<file path="config.mk">
export PLATFORM = sky130hd
export DESIGN_NAME = relm_i2c_target
export DESIGN_NICKNAME = d
export VERILOG_FILES = /design/src/rtl/relm_i2c_pkg.sv /design/src/rtl/relm_i2c_filter.sv /design/src/rtl/relm_i2c_target.sv
export SDC_FILE = /design/constraint.sdc
export NUM_CORES = 1
export LEC_CHECK = 0
export BUFFER_PORTS_ARGS = -buffer_cell sky130_fd_sc_hd__buf_2
export CAP_MARGIN = 30
export CORE_ASPECT_RATIO = 0.8
export CORE_MARGIN = 8
export CORE_UTILIZATION = 40
export CTS_CLUSTER_DIAMETER = 200
export DETAILED_ROUTE_END_ITERATION = 16
export GPL_ROUTABILITY_DRIVEN = 0
export PLACE_DENSITY = 0.62
export RECOVER_POWER = 25
export SYNTH_ARGS = -nofsm -noshare
export SYNTH_HDL_FRONTEND = slang
export SYNTH_SLANG_ARGS = --single-unit
</file>
<file path="constraint.sdc">
create_clock -name clk -period 5.95 [get_ports clk]
set_input_delay 0.8925 -clock clk [delete_from_list [all_inputs] [get_ports clk]]
set_output_delay 0.8925 -clock clk [all_outputs]
set_load 0.01 [all_outputs]
</file>
<file path="src/rtl/relm_i2c_pkg.sv">
// Shared definitions for the ReLM I2C target: state encoding, ACK levels, default address.
package relm_i2c_pkg;

  localparam logic [6:0] DEFAULT_ADDR = 7'h39;

  localparam logic ACK  = 1'b0;
  localparam logic NACK = 1'b1;

  typedef logic [3:0] state_t;

  localparam state_t ST_IDLE     = 4'd0;
  localparam state_t ST_ADDR     = 4'd1;
  localparam state_t ST_ADDR_ACK = 4'd2;
  localparam state_t ST_PTR      = 4'd3;
  localparam state_t ST_PTR_ACK  = 4'd4;
  localparam state_t ST_WDAT     = 4'd5;
  localparam state_t ST_WDAT_ACK = 4'd6;
  localparam state_t ST_RDAT     = 4'd7;
  localparam state_t ST_RDAT_ACK = 4'd8;

endpackage

</file>
<file path="src/rtl/relm_i2c_filter.sv">
// SCL/SDA synchronizer, glitch filter and bus event detector; both lines share one sample
// so START/STOP are judged against the same SCL level.
module relm_i2c_filter
  import relm_i2c_pkg::*;
#(
  parameter int FILT = 3
) (
  input  logic clk_i,
  input  logic rst_n_i,
  input  logic scl_i,
  input  logic sda_i,
  output logic sda_o,
  output logic sclr_o,
  output logic sclf_o,
  output logic start_o,
  output logic stop_o
);

  localparam int CW = (FILT > 1) ? $clog2(FILT) : 1;

  // Bit 0 is SCL, bit 1 is SDA.
  logic [1:0]    meta_q, sync_q, filt_q, prev_q;
  logic [CW-1:0] cnt_q [2];

  // A filtered level only follows the pin after FILT consecutive differing samples.
  always_ff @(posedge clk_i) begin
    if (!rst_n_i) begin
      meta_q   <= '1;
      sync_q   <= '1;
      filt_q   <= '1;
      prev_q   <= '1;
      cnt_q[0] <= '0;
      cnt_q[1] <= '0;
    end else begin
      meta_q <= {sda_i, scl_i};
      sync_q <= meta_q;
      prev_q <= filt_q;
      for (int i = 0; i < 2; i++) begin
        if (sync_q[i] == filt_q[i]) begin
          cnt_q[i] <= '0;
        end else if (cnt_q[i] == CW'(FILT - 1)) begin
          filt_q[i] <= sync_q[i];
          cnt_q[i]  <= '0;
        end else begin
          cnt_q[i] <= cnt_q[i] + 1'b1;
        end
      end
    end
  end

  assign sda_o   = filt_q[1];
  assign sclr_o  =  filt_q[0] & ~prev_q[0];
  assign sclf_o  = ~filt_q[0] &  prev_q[0];
  assign start_o =  prev_q[1] & ~filt_q[1] & filt_q[0] & prev_q[0];
  assign stop_o  = ~prev_q[1] &  filt_q[1] & filt_q[0] & prev_q[0];

endmodule

</file>
<file path="src/rtl/relm_i2c_target.sv">
// I2C target exposing a byte register bank with an auto-incrementing pointer; the ReLM core
// shares the bank through a host port.
module relm_i2c_target
  import relm_i2c_pkg::*;
#(
  parameter logic [6:0] ADDR = DEFAULT_ADDR,
  parameter int         WRA  = 4,
  parameter int         FILT = 3
) (
  input  logic           clk,
  input  logic           rst_n_in,
  input  logic           scl_in,
  input  logic           sda_in,
  output logic           sda_oe_out,
  input  logic           reg_we_in,
  input  logic [WRA-1:0] reg_wa_in,
  input  logic [7:0]     reg_d_in,
  input  logic [WRA-1:0] reg_ra_in,
  output logic [7:0]     reg_q_out,
  output logic           wr_strobe_out,
  output logic [WRA-1:0] wr_addr_out,
  output logic [7:0]     wr_data_out,
  output logic           busy_out
);

  logic sdaF, sclr, sclf, startDet, stopDet;

  relm_i2c_filter #(.FILT(FILT)) uFilter (
    .clk_i   (clk),
    .rst_n_i (rst_n_in),
    .scl_i   (scl_in),
    .sda_i   (sda_in),
    .sda_o   (sdaF),
    .sclr_o  (sclr),
    .sclf_o  (sclf),
    .start_o (startDet),
    .stop_o  (stopDet)
  );

  state_t         state_q, state_d;
  logic [3:0]     cnt_q, cnt_d;
  logic [7:0]     rx_q, rx_d, tx_q, tx_d;
  logic [WRA-1:0] ptr_q, ptr_d;
  logic           oe_q, oe_d, busy_q, busy_d, wrStb_q, wrStb_d;
  logic [WRA-1:0] wrAddr_q, wrAddr_d;
  logic [7:0]     wrData_q, wrData_d, regQ_q;
  logic           busWe;
  logic [7:0]     bank_q [2**WRA];
  logic [7:0]     bankPtr;

  assign bankPtr = bank_q[ptr_q];

  always_comb begin
    state_d  = state_q;
    cnt_d    = cnt_q;
    rx_d     = rx_q;
    tx_d     = tx_q;
    ptr_d    = ptr_q;
    oe_d     = oe_q;
    busy_d   = busy_q;
    wrStb_d  = 1'b0;
    wrAddr_d = wrAddr_q;
    wrData_d = wrData_q;
    busWe    = 1'b0;
    if (startDet) begin
      state_d = ST_ADDR;
      cnt_d   = 4'd0;
      oe_d    = 1'b0;
    end else if (stopDet) begin
      state_d = ST_IDLE;
      oe_d    = 1'b0;
      busy_d  = 1'b0;
    end else begin
      case (state_q)
        ST_ADDR, ST_PTR, ST_WDAT: begin
          if (sclr && cnt_q != 4'd8) begin
            rx_d  = {rx_q[6:0], sdaF};
            cnt_d = cnt_q + 4'd1;
          end else if (sclf && cnt_q == 4'd8) begin
            if (state_q == ST_ADDR) begin
              if (rx_q[7:1] == ADDR) begin
                oe_d    = 1'b1;
                state_d = ST_ADDR_ACK;
              end else begin
                state_d = ST_IDLE;
                busy_d  = 1'b0;
              end
            end else if (state_q == ST_PTR) begin
              ptr_d   = rx_q[WRA-1:0];
              oe_d    = 1'b1;
              state_d = ST_PTR_ACK;
            end else begin
              busWe    = 1'b1;
              wrStb_d  = 1'b1;
              wrAddr_d = ptr_q;
              wrData_d = rx_q;
              ptr_d    = ptr_q + 1'b1;
              oe_d     = 1'b1;
              state_d  = ST_WDAT_ACK;
            end
          end
        end
        ST_ADDR_ACK: begin
          if (sclf) begin
            busy_d = 1'b1;
            cnt_d  = 4'd0;
            oe_d   = 1'b0;
            state_d = ST_PTR;
            if (rx_q[0]) begin
              tx_d    = {bankPtr[6:0], 1'b0};
              oe_d    = ~bankPtr[7];
              cnt_d   = 4'd1;
              state_d = ST_RDAT;
            end
          end
        end
        ST_PTR_ACK, ST_WDAT_ACK: begin
          if (sclf) begin
            oe_d    = 1'b0;
            cnt_d   = 4'd0;
            state_d = ST_WDAT;
          end
        end
        ST_RDAT: begin
          // cnt counts bits already presented; the 8th falling edge ends the byte.
          if (sclf) begin
            if (cnt_q == 4'd8) begin
              oe_d    = 1'b0;
              ptr_d   = ptr_q + 1'b1;
              state_d = ST_RDAT_ACK;
            end else begin
              oe_d  = ~tx_q[7];
              tx_d  = {tx_q[6:0], 1'b0};
              cnt_d = cnt_q + 4'd1;
            end
          end
        end
        ST_RDAT_ACK: begin
          if (sclr && sdaF == NACK) begin
            state_d = ST_IDLE;
            busy_d  = 1'b0;
          end else if (sclf) begin
            tx_d    = {bankPtr[6:0], 1'b0};
            oe_d    = ~bankPtr[7];
            cnt_d   = 4'd1;
            state_d = ST_RDAT;
          end
        end
        default: ;
      endcase
    end
  end

  always_ff @(posedge clk) begin
    if (!rst_n_in) begin
      state_q  <= ST_IDLE;
      cnt_q    <= '0;
      rx_q     <= '0;
      tx_q     <= '0;
      ptr_q    <= '0;
      oe_q     <= 1'b0;
      busy_q   <= 1'b0;
      wrStb_q  <= 1'b0;
      wrAddr_q <= '0;
      wrData_q <= '0;
      regQ_q   <= '0;
    end else begin
      state_q  <= state_d;
      cnt_q    <= cnt_d;
      rx_q     <= rx_d;
      tx_q     <= tx_d;
      ptr_q    <= ptr_d;
      oe_q     <= oe_d;
      busy_q   <= busy_d;
      wrStb_q  <= wrStb_d;
      wrAddr_q <= wrAddr_d;
      wrData_q <= wrData_d;
      regQ_q   <= bank_q[reg_ra_in];
    end
  end

  // Bank survives reset; the bus write is issued last so it wins an address collision.
  always_ff @(posedge clk) begin
    if (reg_we_in) bank_q[reg_wa_in] <= reg_d_in;
    if (busWe && rst_n_in) bank_q[ptr_q] <= rx_q;
  end

  assign sda_oe_out    = oe_q;
  assign busy_out      = busy_q;
  assign wr_strobe_out = wrStb_q;
  assign wr_addr_out   = wrAddr_q;
  assign wr_data_out   = wrData_q;
  assign reg_q_out     = regQ_q;

endmodule

</file>
[Word level (Yosys, flattened, before mapping)]
Memories as Yosys holds them, arrays and structs flattened. A register that Yosys moved wholly into a read port is not among the register bits.
Index checks and enable logic that the tools add are counted.
Word-level totals
  bits in writable memories: 132
  input bits: 21
  bits in latches: 0
  word-level logic and storage cells: 217
  memories: 2
  flip-flop bits (word level): 51
  bits in read-only memories: 0
  output and inout bits: 23
Memory list
  bank_q: depth 16, bits a word 8, rd ports 2, clocked after memory_dff 2, wr ports 2, RTL line relm_i2c_target.sv:48  | logic [7:0] bank_q [2**WRA];
  uFilter.cnt_q: depth 2, bits a word 2, rd ports 2, clocked after memory_dff 0, wr ports 2, RTL line relm_i2c_filter.sv:23  | logic [CW-1:0] cnt_q [2];
Operators by class
  add/subtract/negate cells: 4
  $lt $le $gt $ge: 0
  multiply operators: 0
  shift operators: 0
  div/mod/pow operators: 0
  mux-type cells: 100
  reduce and logical (&&, ||, !) cells: 25
  bitwise gates (word level): 28
  equal/unequal tests: 42
Operators by type and width (number)
  $mux 4: 24
  $mux 1: 55
  $mux 8: 6
  $pmux 4 s5: 2
  $reduce_and 8->1: 4
  $ne 4x4->1 const B: 7
  $reduce_and 9->1: 3
  $ne 2x2->1 const B: 12
  $ne 3x3->1 const B: 8
  $pmux 8 s3: 1
  $eq 4x3->1 const B: 4
  $mux 2: 8
  $not 1->1: 14
  $add 4x1->4 const B: 2
  $and 1x1->1: 8
  $eq 4x2->1 const B: 2
  $eq 4x4->1 const B: 2
  $pmux 4 s2: 1
  $eq 7x6->1 const B: 1
  $reduce_and 7->1: 1
  $reduce_bool 7->1: 1
  $or 1x1->1: 6
  $reduce_or 3->1: 2
  $ne 5x5->1 const B: 1
  16 further kinds: 24

[Logic depth before layout (Yosys ltp)]
Gate-level depths: netlist of the first run.
  depth after elaboration: 11
  gate-level depth with buffers: 9
  mapped depth without buffers: 8

[Hierarchy]
A second synthesis of the first run with hierarchy kept.
Second synthesis, totals
  cells, all modules: 776
  area, all modules: 10642.7 um2
Modules (own cells, without submodules)
  relm_i2c_target: area an instance 10171.0 um2, sequential area each 4924.7 um2, times used 1, cells each 737
  relm_i2c_filter: area an instance 471.7 um2, sequential area each 280.3 um2, times used 1, cells each 39

[Worst setup path after synthesis of the first run]
No wires, ideal clock.
  path kind: input -> register
  from: input reg_ra_in[0]
  to: register regQ_q[0], in the netlist reg_q_out[0], read port of bank_q
  cell stages on the path: 5
  arrival time: 2.535 ns
  required time: 5.835 ns
  path slack: 3.300 ns
  path buffers: 2
  library setup time: 0.115 ns
  cells stage by stage: clkbuf_1 buf_2 mux4_2 mux4_2 and2_1
RTL lines
  start: declaration: RTL line relm_i2c_target.sv:18  | input logic [WRA-1:0] reg_ra_in,
  end: declaration: RTL line relm_i2c_target.sv:46  | logic [7:0] wrData_q, wrData_d, regQ_q;

==> results of run 1 <==
[power groups by stage]
stage | logic (mW) | registers, mW | clock network [mW]
detailed placement | 0.206 | 1.51 | 0
global placement | 0.205 | 1.51 | 0
CTS | 0.206 | 1.48 | 1.15
floorplan | 0.139 | 1.50 | 0
finish | 0.209 | 1.48 | 1.15
global route | 0.219 | 1.48 | 1.21
[sequential cells by signal (all words and copies together), names as in the netlist, 4 cells and up, named ones only]
register / flops
bank_q: 128
cnt_q: 4
ptr_q: 4
reg_q_out: 8
rx_q: 8
state_q: 4
tx_q: 7
uFilter.cnt_q: 4
wr_addr_out: 4
wr_data_out: 8
[synthesized netlist by cell type, types with 3 or more instances]
library cell	number
and2_1	10
nand3_4	10
dfxtp_1	62
ha_1	8
nor2_1	29
o21a_1	3
nand4_1	7
nand3_1	6
mux2_4	72
nand3b_1	4
a21oi_1	10
nor3b_1	6
nand4_2	4
clkbuf_1	45
a311oi_1	6
buf_2	15
nand2b_1	17
a211o_1	6
mux4_2	61
inv_1	8
edfxtp_1	132
nand3_2	3
mux2_2	57
buf_1	5
nor2b_1	36
o211ai_1	6
buf_4	4
o21ai_0	35
mux2i_1	43
nand2_1	26
a211oi_1	9
nor3_1	4
a22oi_1	10
xor2_1	3
[critical path, delay by kind of cell, from the launching register on]
kind / cells / cell delay (ns)
AOI/OAI and AO/OA: 1 / 0.40
and+or+nand+nor: 5 / 2.45
buffers and inverters: 1 / 0.30
DFF: 1 / 0.69
[metal layers]
layer  GRT usage [%]  up-vias  part of all wire, %  routed length [µm]
met2            28.5      403                   43               14000
met3            7.04       61                   11                3520
met4            7.34        2                  2.9                 935
met1            26.3     3531                   43               14300
met5            1.49        -                 0.19                  63
li1                -     3152                    -                   -
[worst paths after layout]
path              slack [ns]  cells after the start           endpoint         startpoint
setup reg to reg        1.79                      7       bank_q[0][1]         state_q[0]
setup / recovery        1.79                      7       bank_q[0][1]         state_q[0]
hold / removal          0.43                      1  uFilter.sync_q[0]  uFilter.meta_q[0]
hold reg to reg         0.43                      1  uFilter.sync_q[0]  uFilter.meta_q[0]
[cell type report]
class,count,area [µm²],share of cell area [%]
Clock buffer,18,429,3.53
Clock inverter,14,136,1.12
Timing Repair Buffer,69,348,2.86
Inverter,8,30.0,0.247
Multi-Input combinational cell,535,5570,45.7
Antenna cell,1,2.50,0.0206
Sequential cell,194,5200,42.8
Tap cell,364,455,3.74
[stage by stage]
stage          worst slack (ns)  hold WS, ns
5_1_grt                    1.52        0.453
3_3_place_gp               2.40        0.395
4_1_cts                    2.43        0.432
6_report                   1.79        0.425
2_1_floorplan              3.30        0.386
3_5_place_dp               2.31        0.408
[logic make-up (layout without fill, tap and decap cells)]
family | count (synthesis) | count (layout) | synth area share [%]
flip-flops | 194 | 194 | 46.6
adder cells (fa/ha/maj) | 8 | 8 | 0.897
AND/OR/NAND/NOR | 184 | 184 | 11.1
other | 1 | 5 | 0.0336
XOR/XNOR | 3 | 3 | 0.235
buffers and inverters | 79 | 109 | 3.17
multiplexers | 233 | 233 | 31.6
AO/OA/AOI/OAI | 103 | 103 | 6.37
==> impl_metrics.env, run 1 <==
export IMPL_status="complete, but fails checks"
export IMPL_violations="max-capacitance violations, max-slew violations"
export IMPL_cts_root_buffer="clkbuf_16"
export IMPL_grt_pass1_wl_um=47400
export IMPL_core_um2=27400
export IMPL_maxCapViolCount=1
export IMPL_numPortBuffers=43
export IMPL_dieHeight_um=165
export IMPL_pwr_share_seq_pct=52.2
export IMPL_power_density_nw_per_um2=233
export IMPL_cts_tree="done"
export IMPL_layout_common_cells="132 x edfxtp_1, 72 x mux2_4, 62 x dfxtp_1"
export IMPL_synth_edf_count=132
export IMPL_dp_hpwl_um=21800
export IMPL_ant_nets=0
export IMPL_final_util_pct=44.5
export IMPL_grt_usage_pct=19.6
export IMPL_dr_first_iter_drc_count=836
export IMPL_max_stage_delay_ns=0.85
export IMPL_netlist_area_leader_share_pct=35.5
export IMPL_slew_violations=47
export IMPL_critPathLaunchType="flop"
export IMPL_fmax_mhz=240
export IMPL_fin_tns_setup_ns=0
export IMPL_post_drt_wl_per_cell_um=27.3
export IMPL_crit_path_end_kind="flop"
export IMPL_die_w_um=203
export IMPL_fp_row_count=54
export IMPL_dp_cells=1162
export IMPL_internal_power_mw=2.13
export IMPL_nets=854
export IMPL_hold_path_class="reg2reg"
export IMPL_ys_seq_area_share_pct=46.6
export IMPL_peakVddDrop_mv=0.194
export IMPL_slew_headroom_pct=-81.2
export IMPL_syn_instance_count=805
export IMPL_synth_distinct_cells=66
export IMPL_grt_max_degree=61
export IMPL_worst_pin_slew_ns=2.72
export IMPL_drc=0
export IMPL_vias=7149
export IMPL_fin_skew_ns=0.0176
export IMPL_syn_avg_cell_area_um2=13.9
export IMPL_layout_commonest_cell="edfxtp_1"
export IMPL_drive_above_1_share_pct=35.0
export IMPL_htreeDepth=4
export IMPL_syn_to_final_growth_pct=9.06
export IMPL_ctsHoldBuffers=0
export IMPL_wl_um=32800
export IMPL_cts_setup_buffers=0
export IMPL_critical_path_required_ns=6.11
export IMPL_p_clk_share_pct=40.5
export IMPL_cts_made_buffers=17
export IMPL_critPathMaxFanout=18
export IMPL_post_cts_resize_count=0
export IMPL_synth_async_sr_flop_share_pct=0
export IMPL_path_cells="nand2b_1 > nor2_2 > nand3_1 > nor2_8 > nand3_2 > o21ai_0 > buf_2"
export IMPL_finalNonFillerCells=1203
export IMPL_clk_pin_slew_ns=0.09
export IMPL_clock_sinks=194
export IMPL_fill_cells=2498
export IMPL_drt_pass1_iter_count=6
export IMPL_power_mw=2.84
export IMPL_dieArea_um2=33500
export IMPL_clock_latency_ns=0.46
export IMPL_syn_area_um2=11200
export IMPL_dpl_instance_area_um2=11600
export IMPL_crit_type="reg2reg"
export IMPL_initial_core_util_pct=40.8
export IMPL_p_sw_share_pct=24.9
export IMPL_viasPerCell=5.94
export IMPL_grt_pass1_vias=6952
export IMPL_crit_arrival_ns=4.32
export IMPL_yosysWarnings=0
export IMPL_overflow=0
export IMPL_synth_area_leaders="edfxtp_1 36%, mux4_2 12%, dfxtp_1 11%, mux2_4 9.7%, mux2_2 5.8%"
export IMPL_fin_area_um2=12200
export IMPL_period_minus_slack_ns=4.16
export IMPL_post_route_period_util_pct=69.9
export IMPL_ios=44
export IMPL_critPathSlowestCell="nor2_8"
export IMPL_leakagePower_nw=4.38
export IMPL_synth_main_ff_cell="edfxtp_1"
export IMPL_hold_viol=0
export IMPL_setup_viol=0
export IMPL_p_switching_mw=0.706
export IMPL_antenna_found_initial=1
export IMPL_synth_seq_cells=194
export IMPL_pwr_share_comb_pct=7.4
export IMPL_synth_largest_area_cell="edfxtp_1"
export IMPL_clock_tree_buffer_depth=2
export IMPL_rsz0062_at_grt="no"
Power figures use the tool's default switching activity.
==> inputs of run 2 (changes only) <==
Settings changed: PLACE_DENSITY 0.62 to 0.64.
Clock period 5.95 ns to 3.4 ns, I/O delays scaled along.
==> run 2 against run 1 <==
Net effect: the run now ends clean; combinational power up 64%; clock-buffer cell count up 2; final area up 0.95%; sequential cell count unchanged; sequential power up 75%; non-clock buffer count up 11; total power up 74%; final cell count up 0.83%; die area unchanged; via count up 0.29%; maximum frequency up 42%; clock skew down 0.0044 ns; critical path type unchanged.
==> impl_metrics.env, run 2 (synthesis results as in run 1) <==
export IMPL_status="finished clean"
export IMPL_fp_row_count=54
export IMPL_dieArea_um2=33500
export IMPL_regToRegSetupSlack_ns=0.46
export IMPL_ios=44
export IMPL_htreeDepth=4
export IMPL_ant_nets=0
export IMPL_grt_max_degree=60
export IMPL_setup_viol=0
export IMPL_post_drt_wl_per_cell_um=24.8
export IMPL_power_density_nw_per_um2=402
export IMPL_core_um2=27400
export IMPL_wl_um=30100
export IMPL_fin_skew_ns=0.0132
export IMPL_numPortBuffers=43
export IMPL_grt_pass1_vias=7006
export IMPL_drc=0
export IMPL_worst_slack_ns=0.461
export IMPL_dp_hpwl_um=20900
export IMPL_period_minus_slack_ns=2.94
export IMPL_clock_latency_ns=0.44
export IMPL_fmax_mhz=340
export IMPL_fill_cells=2403
export IMPL_cts_setup_buffers=0
export IMPL_cts_tree="done"
export IMPL_layout_commonest_cell="edfxtp_1"
export IMPL_reg2reg_depth=8
export IMPL_nets=865
export IMPL_peakVddDrop_mv=0.369
export IMPL_cts_root_buffer="clkbuf_16"
export IMPL_hold_path_class="in2reg"
export IMPL_hold_viol=0
export IMPL_regMostFlops="bank_q"
export IMPL_clock_sinks=194
export IMPL_fin_tns_setup_ns=0
export IMPL_ctsHoldBuffers=0
export IMPL_grt_usage_pct=18.1
export IMPL_post_cts_resize_count=0
export IMPL_crit_type="reg2reg"
export IMPL_antenna_cells=0
export IMPL_final_util_pct=44.9
export IMPL_critPathMaxFanout=14
export IMPL_critPathLaunchType="flop"
export IMPL_dp_slack_ns=0.657
export IMPL_grt_pass1_wl_um=45200
export IMPL_critical_path_required_ns=3.59
export IMPL_holdPathStages=2
export IMPL_maxCapViolCount=0
export IMPL_holdPathEnd="uFilter.meta_q[1]"
export IMPL_syn_to_final_growth_pct=10.1
export IMPL_multi_input_area_um2=5580
export IMPL_dpl_instance_area_um2=11800
export IMPL_cts_made_buffers=17
export IMPL_clock_tree_buffer_depth=2
export IMPL_overflow=0
export IMPL_worst_pin_slew_ns=1.47
export IMPL_fin_area_um2=12300
export IMPL_rr_endpoint="bank_q[2][2]"
export IMPL_leakagePower_nw=4.43
export IMPL_slew_violations=0
export IMPL_drt_pass1_iter_count=8
export IMPL_dieHeight_um=165
export IMPL_vias=7170
export IMPL_power_mw=4.94
export IMPL_register_area_um2=5210
export IMPL_largest_reg_flops=128
export IMPL_viasPerCell=5.91
export IMPL_dr_first_iter_drc_count=742
export IMPL_worstHoldStart="sda_in"
export IMPL_slew_headroom_pct=1.97
export IMPL_post_route_period_util_pct=86.4
export IMPL_initial_core_util_pct=40.8
export IMPL_crit_arrival_ns=3.13
export IMPL_die_w_um=203
export IMPL_antenna_found_initial=1
export IMPL_rsz0062_at_grt="no"
export IMPL_r2r_start="uFilter.filt_q[0]"
export IMPL_crit_path_end_kind="flop"
export IMPL_layout_common_cells="132 x edfxtp_1, 72 x mux2_4, 61 x mux4_2, 61 x dfxtp_1, 57 x mux2_2"
export IMPL_clk_pin_slew_ns=0.08
export IMPL_drive_above_1_share_pct=35.2
[run 2: cell count changes in the layout (fill, tap and decap cells not counted), moves of 2 or more]
cell / delta
inv_4: +2
buf_4: +16
inv_8: -6
buf_2: -8
clkbuf_1: +5
[run 2: where the power goes]
group	leakage [nW]	internal, mW	switching, mW	total (mW)
Combinational	2.44	0.183	0.161	0.343
Clock	0.289	1.04	0.965	2.01
Sequential	1.70	2.56	0.0241	2.59
Total	4.43	3.79	1.15	4.94
[run 2: area by class of cell]
| cell class | instances | share of cell area (%) |
|---|---|---|
| clock buffers | 20 | 3.73 |
| clock inverters | 12 | 0.906 |
| inverters | 8 | 0.244 |
| multi-input cells | 535 | 45.4 |
| flip-flops and latches | 194 | 42.4 |
| well taps | 364 | 3.71 |
| repair buffers | 80 | 3.67 |
[run 2: worst max-delay path, stage by stage, from the launching register on]
cell and delay [ns]:
dfxtp_1 0.51, nand2b_1 0.43, nor2_8 0.07, nand3_1 0.22, nor2_8 0.12, nand3_1 0.13, clkbuf_1 0.60, o21ai_0 0.30
buf_4 0.28
[run 2: how the worst max path moves through the flow]
stage	from	depth (start not counted)	slack, ns	endpoint
after floorplan	cnt_q[0]	9	1.10	bank_q[4][0]
after global placement	uFilter.filt_q[0]	6	0.73	bank_q[4][4]
after detailed placement	uFilter.filt_q[0]	7	0.66	bank_q[12][5]
after CTS	uFilter.filt_q[0]	7	0.62	bank_q[12][5]
after global routing	uFilter.filt_q[0]	8	0.28	bank_q[2][2]
final	uFilter.filt_q[0]	8	0.46	bank_q[2][2]
[run 2: stage by stage]
stage | instances | hold slack (ns)
after floorplan | 808 | 0.386
after global placement | 1176 | 0.391
after detailed placement | 1180 | 0.400
after CTS | 1212 | 0.224
after global routing | 1213 | 0.226
final | 1213 | 0.238
[run 2: routing by layer]
layer	vias to the layer above	global-route usage (%)	routed length, µm
li1	3176	-	-
met4	2	5.56	540
met3	42	3.18	2520
met5	-	0	11
met2	353	26.8	13300
met1	3597	26.5	13700
==> inputs of run 3 (changes only) <==
Settings changed: CORE_ASPECT_RATIO 0.8 to 1.25.
==> run 3 against run 2 <==
Net effect: die area stayed put; largest power group unchanged; routed wire length is 4.4% lower; worst setup slack worse by 0.052 ns; combinational power hardly changed; final cell count is 0.74% lower; register-to-register slack worse by 0.05 ns; largest cell class unchanged; highest routed layer is now met4; sequential share of layout area is 0.53 points lower.
==> impl_metrics.env, run 3 (synthesis results as in run 1) <==
export IMPL_status="finished clean"
export IMPL_post_cts_resize_count=0
export IMPL_slew_violations=0
export IMPL_nets=870
export IMPL_multi_input_area_um2=5580
export IMPL_slew_headroom_pct=8.51
export IMPL_maxCapViolCount=0
export IMPL_cts_made_buffers=17
export IMPL_clock_sinks=194
export IMPL_post_drt_wl_per_cell_um=23.9
export IMPL_fp_row_count=68
export IMPL_initial_core_util_pct=40.5
export IMPL_hold_viol=0
export IMPL_post_route_period_util_pct=88.0
export IMPL_dp_hpwl_um=20600
export IMPL_crit_type="reg2reg"
export IMPL_drt_pass1_iter_count=5
export IMPL_viasPerCell=5.87
export IMPL_regToRegSetupSlack_ns=0.41
export IMPL_syn_to_final_growth_pct=11.5
export IMPL_antenna_cells=0
export IMPL_grt_pass1_wl_um=43600
export IMPL_max_stage_delay_ns=0.54
export IMPL_pwr_share_comb_pct=6.5
export IMPL_dieArea_um2=33500
export IMPL_critPathMaxFanout=17
export IMPL_grt_pass1_vias=7010
export IMPL_register_area_um2=5200
export IMPL_power_density_nw_per_um2=429
export IMPL_critPathLaunchType="flop"
export IMPL_fin_tns_setup_ns=0
export IMPL_dieHeight_um=203
export IMPL_critical_path_required_ns=3.55
export IMPL_critPathSlowestCell="nor2_8"
export IMPL_worst_pin_slew_ns=1.37
export IMPL_clock_tree_buffer_depth=2
export IMPL_drive_above_1_share_pct=36.2
export IMPL_htreeDepth=4
export IMPL_crit_top_cell="nand3_4"
export IMPL_peakVddDrop_mv=0.263
export IMPL_ios=44
export IMPL_pwr_share_seq_pct=48.4
export IMPL_fin_skew_ns=0.0113
export IMPL_grt_max_degree=60
export IMPL_p_clk_share_pct=45.1
export IMPL_leakagePower_nw=4.48
export IMPL_regMostFlops="bank_q"
export IMPL_setup_viol=0
export IMPL_core_um2=27600
export IMPL_internal_power_mw=4.21
export IMPL_vias=7065
export IMPL_dr_first_iter_drc_count=525
export IMPL_fmax_mhz=334
export IMPL_p_sw_share_pct=21.0
export IMPL_final_util_pct=45.1
export IMPL_clk_pin_slew_ns=0.07
export IMPL_period_minus_slack_ns=2.99
export IMPL_p_switching_mw=1.12
export IMPL_drc=0
export IMPL_worstHoldStart="scl_in"
export IMPL_path_cells="inv_1 > ha_1 > nand3b_2 > nor2_1 > nand3_4 > nor2_8 > nand3_4 > o21ai_0 > buf_2"
export IMPL_ant_nets=0
export IMPL_fill_cells=2507
export IMPL_largest_reg_flops=128
export IMPL_antenna_found_initial=0
export IMPL_clock_latency_ns=0.45
export IMPL_cts_setup_buffers=0
export IMPL_holdPathStages=2
export IMPL_ctsHoldBuffers=0
export IMPL_wl_um=28700
export IMPL_overflow=0
export IMPL_holdPathEnd="uFilter.meta_q[0]"
export IMPL_grt_usage_pct=17.5
export IMPL_cts_root_buffer="clkbuf_16"
export IMPL_layout_common_cells="132 x edfxtp_1, 72 x mux2_4, 62 x dfxtp_1"
export IMPL_r2r_start="cnt_q[0]"
export IMPL_crit_arrival_ns=3.14
export IMPL_cts_tree="done"
export IMPL_crit_path_end_kind="flop"
export IMPL_layout_commonest_cell="edfxtp_1"
export IMPL_numPortBuffers=43
export IMPL_die_w_um=165
export IMPL_rsz0062_at_grt="no"
export IMPL_reg2reg_depth=9
export IMPL_hold_path_class="in2reg"
export IMPL_rr_endpoint="bank_q[11][2]"
## run 3: routing by layer
| metal | GRT usage (%) | share of wire (%) |
|---|---|---|
| met4 | 6.77 | 2.8 |
| met2 | 28.9 | 50 |
| met5 | 0 | 0 |
| met3 | 2.78 | 4.8 |
| met1 | 22.5 | 42 |
## run 3: how the worst max path moves through the flow
stage / start / slack (ns) / endpoint / cells past startpoint
floorplan: cnt_q[0] / 1.10 / bank_q[4][0] / 9
global placement: uFilter.prev_q[0] / 0.51 / bank_q[9][3] / 6
detailed placement: cnt_q[0] / 0.54 / bank_q[8][2] / 9
CTS: cnt_q[0] / 0.51 / bank_q[8][2] / 9
global route: cnt_q[0] / 0.22 / bank_q[8][2] / 9
finish: cnt_q[0] / 0.41 / bank_q[11][2] / 9
## run 3: per-stage QoR
step | hold slack, ns | power (mW) | worst slack [ns] | cells | instance area, µm²
final | 0.245 | 5.34 | 0.409 | 1204 | 12400
after global routing | 0.250 | 5.48 | 0.220 | 1204 | 12400
after CTS | 0.226 | 5.38 | 0.513 | 1204 | 12500
after detailed placement | 0.401 | 2.98 | 0.538 | 1172 | 11800
after global placement | 0.401 | 2.98 | 0.512 | 1169 | 11800
after floorplan | 0.386 | 2.87 | 1.10 | 808 | 11200
## run 3: power by group through the flow
stage          Combinational, mW  Sequential [mW]  Clock, mW
3_3_place_gp               0.343             2.63          0
3_5_place_dp               0.348             2.64          0
5_1_grt                    0.367             2.59       2.53
4_1_cts                    0.349             2.58       2.45
6_report                   0.345             2.58       2.41
2_1_floorplan              0.243             2.63          0
## run 3: cell type report
class,instances,area share [%]
Timing Repair Buffer,85,3.94
Multi-Input combinational cell,535,44.8
Clock inverter,14,2.17
Inverter,8,0.241
Sequential cell,194,41.8
Tap cell,350,3.52
Clock buffer,18,3.45
## run 3: critical path, delay by kind of cell (launching register included)
family / cells / cell delay [ns]
AND/OR/NAND/NOR: 5 / 1.57
flip-flops: 1 / 0.34
buffers and inverters: 2 / 0.35
AO/OA/AOI/OAI: 1 / 0.24
adder cells (fa/ha/maj): 1 / 0.17
